<file path="src/rtl/bram_stream_reader.sv">
// Read-side master for one BRAM port: streams NUM words starting at BASE
// onto a valid/ready output, buffered by a 2-entry FIFO for backpressure.
module bram_stream_reader #(
   parameter int DWIDTH = 32,
   parameter int AWIDTH = 8,
   parameter int CWIDTH = 9
) (
   input  logic              clk,
   input  logic              reset,
   input  logic              start_i,
   input  logic [AWIDTH-1:0] base_addr_i,
   input  logic [CWIDTH-1:0] num_i,
   output logic              idle_o,
   output logic              run_o,
   output logic              done_o,
   output logic [AWIDTH-1:0] addr_o,
   output logic              ce_o,
   output logic              we_o,
   output logic [DWIDTH-1:0] d_o,
   input  logic [DWIDTH-1:0] q_i,
   output logic              m_valid_o,
   input  logic              m_ready_i,
   output logic [DWIDTH-1:0] m_data_o
);

   localparam logic [1:0] S_IDLE = 2'd0;
   localparam logic [1:0] S_RUN  = 2'd1;
   localparam logic [1:0] S_DONE = 2'd2;

   logic [1:0]        state_q, state_d;
   logic [AWIDTH-1:0] base_q, base_d;
   logic [CWIDTH-1:0] num_q, num_d;
   logic [CWIDTH-1:0] issue_cnt_q, issue_cnt_d;
   logic [CWIDTH-1:0] acc_cnt_q, acc_cnt_d;
   logic              inflight_q;
   logic [DWIDTH-1:0] fifo_mem_q [2];
   logic              wr_ptr_q, rd_ptr_q;
   logic [1:0]        fifo_cnt_q;

   logic              push, pop, issue;
   logic [2:0]        credit;

   assign push   = inflight_q;
   assign pop    = (fifo_cnt_q != 2'd0) && m_ready_i;
   // Occupancy after this edge, not counting a read issued now.
   assign credit = {1'b0, fifo_cnt_q} + {2'b00, inflight_q} - {2'b00, pop};
   assign issue  = (state_q == S_RUN) && (issue_cnt_q < num_q) && (credit < 3'd2);

   assign ce_o      = issue;
   assign addr_o    = base_q + issue_cnt_q[AWIDTH-1:0];
   assign we_o      = 1'b0;
   assign d_o       = '0;
   assign idle_o    = (state_q == S_IDLE);
   assign run_o     = (state_q == S_RUN);
   assign done_o    = (state_q == S_DONE);
   assign m_valid_o = (fifo_cnt_q != 2'd0);
   assign m_data_o  = fifo_mem_q[rd_ptr_q];

   always_comb begin
      state_d     = state_q;
      base_d      = base_q;
      num_d       = num_q;
      issue_cnt_d = issue_cnt_q;
      acc_cnt_d   = acc_cnt_q;
      case (state_q)
         S_IDLE: begin
            if (start_i) begin
               base_d      = base_addr_i;
               num_d       = num_i;
               issue_cnt_d = '0;
               acc_cnt_d   = '0;
               state_d     = (num_i == '0) ? S_DONE : S_RUN;
            end
         end
         S_RUN: begin
            if (issue) issue_cnt_d = issue_cnt_q + CWIDTH'(1);
            if (pop) begin
               acc_cnt_d = acc_cnt_q + CWIDTH'(1);
               if (acc_cnt_q == num_q - CWIDTH'(1)) state_d = S_DONE;
            end
         end
         S_DONE:  state_d = S_IDLE;
         default: state_d = S_IDLE;
      endcase
   end

   always_ff @(posedge clk) begin
      if (reset) begin
         state_q     <= S_IDLE;
         base_q      <= '0;
         num_q       <= '0;
         issue_cnt_q <= '0;
         acc_cnt_q   <= '0;
      end else begin
         state_q     <= state_d;
         base_q      <= base_d;
         num_q       <= num_d;
         issue_cnt_q <= issue_cnt_d;
         acc_cnt_q   <= acc_cnt_d;
      end
   end

   // Push and pop may coincide when full: the slot being overwritten is the head leaving.
   always_ff @(posedge clk) begin
      if (reset) begin
         inflight_q <= 1'b0;
         wr_ptr_q   <= 1'b0;
         rd_ptr_q   <= 1'b0;
         fifo_cnt_q <= 2'd0;
         for (int unsigned i = 0; i < 2; i++) fifo_mem_q[i] <= '0;
      end else begin
         assert (!(push && !pop && (fifo_cnt_q == 2'd2)));
         inflight_q <= issue;
         if (push) begin
            fifo_mem_q[wr_ptr_q] <= q_i;
            wr_ptr_q             <= ~wr_ptr_q;
         end
         if (pop) rd_ptr_q <= ~rd_ptr_q;
         fifo_cnt_q <= fifo_cnt_q + {1'b0, push} - {1'b0, pop};
      end
   end

endmodule

</file>
<file path="config.mk">
export PLATFORM = sky130hd
export DESIGN_NAME = bram_stream_reader
export DESIGN_NICKNAME = d
export VERILOG_FILES = /design/src/rtl/bram_stream_reader.sv
export SDC_FILE = /design/constraint.sdc
export NUM_CORES = 1
export LEC_CHECK = 0
export CAP_MARGIN = 20
export CORE_ASPECT_RATIO = 0.5
export CORE_MARGIN = 3
export CORE_UTILIZATION = 55
export CTS_CLUSTER_DIAMETER = 40
export DETAILED_ROUTE_END_ITERATION = 7
export DONT_BUFFER_PORTS = 1
export GPL_ROUTABILITY_DRIVEN = 0
export PLACE_DENSITY_LB_ADDON = 0.12
export SLEW_MARGIN = 10
export SYNTH_ARGS = -nofsm -noshare
export SYNTH_HDL_FRONTEND = slang
export SYNTH_SLANG_ARGS = --single-unit
</file>
<file path="constraint.sdc">
create_clock -name clk -period 2.83 [get_ports clk]
set_input_delay 0.566 -clock clk [delete_from_list [all_inputs] [get_ports clk]]
set_output_delay 0.566 -clock clk [all_outputs]
set_load 0.05 [all_outputs]
</file>
==> qor.tcl <==
set qor(status) {complete, but fails checks}
set qor(min-delay-path-class) {in2reg}
set qor(antenna_cells_inserted) 0
set qor(horizontal_die_dimension_um) 147.7
set qor(vdd_ir_drop_max_uv) 352.1
set qor(critical_path.endpoint_type) {output port}
set qor(cts-root-to-sink-buffers) 2
set qor(die_height_um) 76.88
set qor(clock_sinks) 107
set qor(place_ws_ps) -52.76
set qor(worst_clock_skew_ps) 9.078
set qor(leakage_uw) 0.002406
set qor(clk_pin_slew_worst_setup_hold_paths_ps) 70
set qor(dominant_combinational_cell_family_by_area_after_synthesis) {simple AND/OR/NAND/NOR gates}
set qor(final.period_utilization) 1.082
set qor(grt_remaining_overflow) 0
set qor(synth_edf_count) 64
set qor(layout.filler_cells) 799
set qor(violations) {setup timing}
set qor(ys_types) 46
set qor(power_per_cell_area_mw_per_mm2) 765.9
set qor(synth_seq_cells) 107
set qor(grt_first_pass_wirelength_mm) 16.95
set qor(postCtsHoldBufs) 0
set qor(cts-htree-levels) 3
set qor(synthSimpleGateAreaFrac) 0.1870
set qor(core_region_area_mm2) 0.009603
set qor(track_usage) 0.1866
set qor(critical_path_arrival_ps) 2500
set qor(tritoncts) {built}
set qor(synth_seq_area_share) 0.5036
set qor(drt_drc_violations_left) 0
set qor(io-pin-count) 131
set qor(seq_area_mm2) 0.002789
set qor(drv.max_cap_violation_count) 0
set qor(num-nets-final) 616
set qor(via_count_of_the_first_global_routing_pass) 3376
set qor(vias) 3626
set qor(multi_input_comb_area_mm2) 0.002542
set qor(route.detailed.vias_per_inst) 5.325
set qor(post_synth_inst_count) 527
set qor(areaGrowthSynthToFinish_pct) 10.08
set qor(grt_max_degree) 34
set qor(fin_total_pwr_uw) 4658
set qor(rsz0062_at_grt) {true}
set qor(category_of_the_critical_setup_timing_path) {reg2out}
set qor(postSynth.asyncResetShare) 0
set qor(setup_violators_final) 1
set qor(layout_commonest_cell) {sky130_fd_sc_hd__and2_1}
set qor(drive_above_1_share) 0.1905
set qor(slew_headroom) 0.5965
set qor(drt-wirelength-per-cell_um) 15.49
set qor(timing.final.max_slew_violations) 0
set qor(worstSkewPairLatency_ps) 340
set qor(initial_utilization) 0.5754
set qor(synthesis.area_mm2) 0.005525
set qor(grt_antenna_before_repair) 0
set qor(finalCriticalPeriod_ps) 3063
set qor(detail_route.iter0.violations) 197
set qor(synth_flop_cell) {sky130_fd_sc_hd__edfxtp_1}
set qor(residual_antenna_violating_net_count_after_detailed_routing) 0
set qor(core.rowCount) 25
set qor(share_of_cell_area_taken_by_muxes_after_synthesis) 0.06726
set qor(hold_violations) 0
set qor(design.die.area_mm2) 0.01136
set qor(synthAdderAreaFrac) 0.05254
set qor(final_cell_mix) {65 x sky130_fd_sc_hd__and2_1, 64 x sky130_fd_sc_hd__edfxtp_1, 50 x sky130_fd_sc_hd__nand2_1}
set qor(synth_compound_area_frac) 0.07631
set qor(tritoncts.num_buffers) 9
set qor(crit_path_max_fanout) 2
set qor(avgSynthCellArea_um2) 10.48
set qor(synth-xor-area-share) 0.03804
set qor(timing.critical_path.from_type) {register}
set qor(critical_path_required_time_ps) 2260
set qor(dp_hpwl_mm) 7.228
set qor(portBuffers) 0
set qor(count_of_yosys_warnings_during_synthesis) 0
set qor(finalWirelength_mm) 10.55
set qor(setup_slack_ps) -233.1
set qor(dr.pass1.iters) 4
set qor(max_slew.worst_pin.slew_ps) 605.2
set qor(clock.fmax_ghz) 0.3265
set qor(cts_root_buf) {sky130_fd_sc_hd__clkbuf_16}
set qor(finalCoreUtilization) 0.6334
layer usage:
metal / wire length [um] / share of wire / track usage / vias up
li1: - / - / - / 1772
met1: 4860 / 0.46 / 0.2508 / 1726
met2: 4891 / 0.46 / 0.3097 / 118
met3: 692 / 0.066 / 0.04841 / 10
met4: 106 / 0.010 / 0.03532 / 0
met5: 0 / 0 / 0 / -
stage by stage:
stage               cell area [um^2]  TNS, ps  hold WS, ps  instances
floorplan                       5720   -171.2        440.6        559
global placement                5748   -46.03        446.2        663
detailed placement              5748   -52.76        453.8        663
CTS                             6065   -256.4        275.5        681
global route                    6082   -372.8        267.4        681
finish                          6082   -233.1        283.3        681
worst paths after layout:
kind | from | endpoint | slack, ps | depth (start not counted)
setup / recovery | fifo_cnt_q[0] | ce_o | -230 | 12
hold / removal | reset | fifo_cnt_q[0] | 280 | 1
setup reg to reg | fifo_cnt_q[0] | issue_cnt_q[3] | 160 | 14
hold reg to reg | base_q[0] | base_q[0] | 460 | 2
layout make-up:
class	count	area share
Timing Repair Buffer	26	0.03477
Clock inverter	6	0.008846
Sequential cell	107	0.4585
Inverter	21	0.01440
Multi-Input combinational cell	376	0.4180
Tap cell	135	0.02777
Clock buffer	10	0.03765
where the power goes:
| group | switching (uW) | total [uW] | internal [uW] |
|---|---|---|---|
| sequential | 71.3 | 1870 | 1800 |
| combinational | 1150 | 1590 | 442 |
| clock | 580 | 1200 | 615 |
worst max-delay path: stages, from the launching register on:
cell and delay (ps):
sky130_fd_sc_hd__dfxtp_2 340, sky130_fd_sc_hd__inv_4 70, sky130_fd_sc_hd__nand2_8 50, sky130_fd_sc_hd__and2_4 140, sky130_fd_sc_hd__ha_4 250, sky130_fd_sc_hd__inv_2 30
sky130_fd_sc_hd__ha_4 140, sky130_fd_sc_hd__fa_1 440, sky130_fd_sc_hd__nor2_1 110, sky130_fd_sc_hd__nand3_1 100, sky130_fd_sc_hd__a21oi_2 150, sky130_fd_sc_hd__nand3_2 120
sky130_fd_sc_hd__clkinvlp_4 220
repair_timing:
item	CTS	global route
pin swaps	2	4
resized for setup	6	9
buffers inserted	2	0
endpoints found under the setup margin	3	3
cells in the mapped netlist, types with 14 or more instances:
cell type	count	area (um^2)
sky130_fd_sc_hd__edfxtp_1	64	1922
sky130_fd_sc_hd__mux2_2	33	371.6
sky130_fd_sc_hd__inv_1	21	78.83
sky130_fd_sc_hd__nor2_1	20	75.07
sky130_fd_sc_hd__xor2_1	14	122.6
sky130_fd_sc_hd__clkbuf_1	17	63.81
sky130_fd_sc_hd__buf_4	33	247.7
sky130_fd_sc_hd__nand2_1	51	191.4
sky130_fd_sc_hd__a21oi_1	39	195.2
sky130_fd_sc_hd__ha_1	20	250.2
sky130_fd_sc_hd__and2_1	66	412.9
sky130_fd_sc_hd__dfxtp_1	43	860.8
sky130_fd_sc_hd__o21ai_0	14	70.07
cell families (layout without fill, tap and decap cells):
family | after synthesis | in the layout
flip-flops | 107 | 107
adder cells (fa/ha/maj) | 22 | 22
multiplexers | 33 | 33
XOR/XNOR | 24 | 24
other | 1 | 33
AO/OA/AOI/OAI | 71 | 71
AND/OR/NAND/NOR | 193 | 193
buffers and inverters | 76 | 63
state kept, by name, summed over array words and instances (netlist names), named ones only:
signal	flops
rd_ptr_q	1
fifo_cnt_q	2
issue_cnt_q	9
state_q	2
inflight_q	1
wr_ptr_q	1
base_q	8
num_q	9
acc_cnt_q	9
fifo_mem_q	64
(Power assumes the default switching activity.)
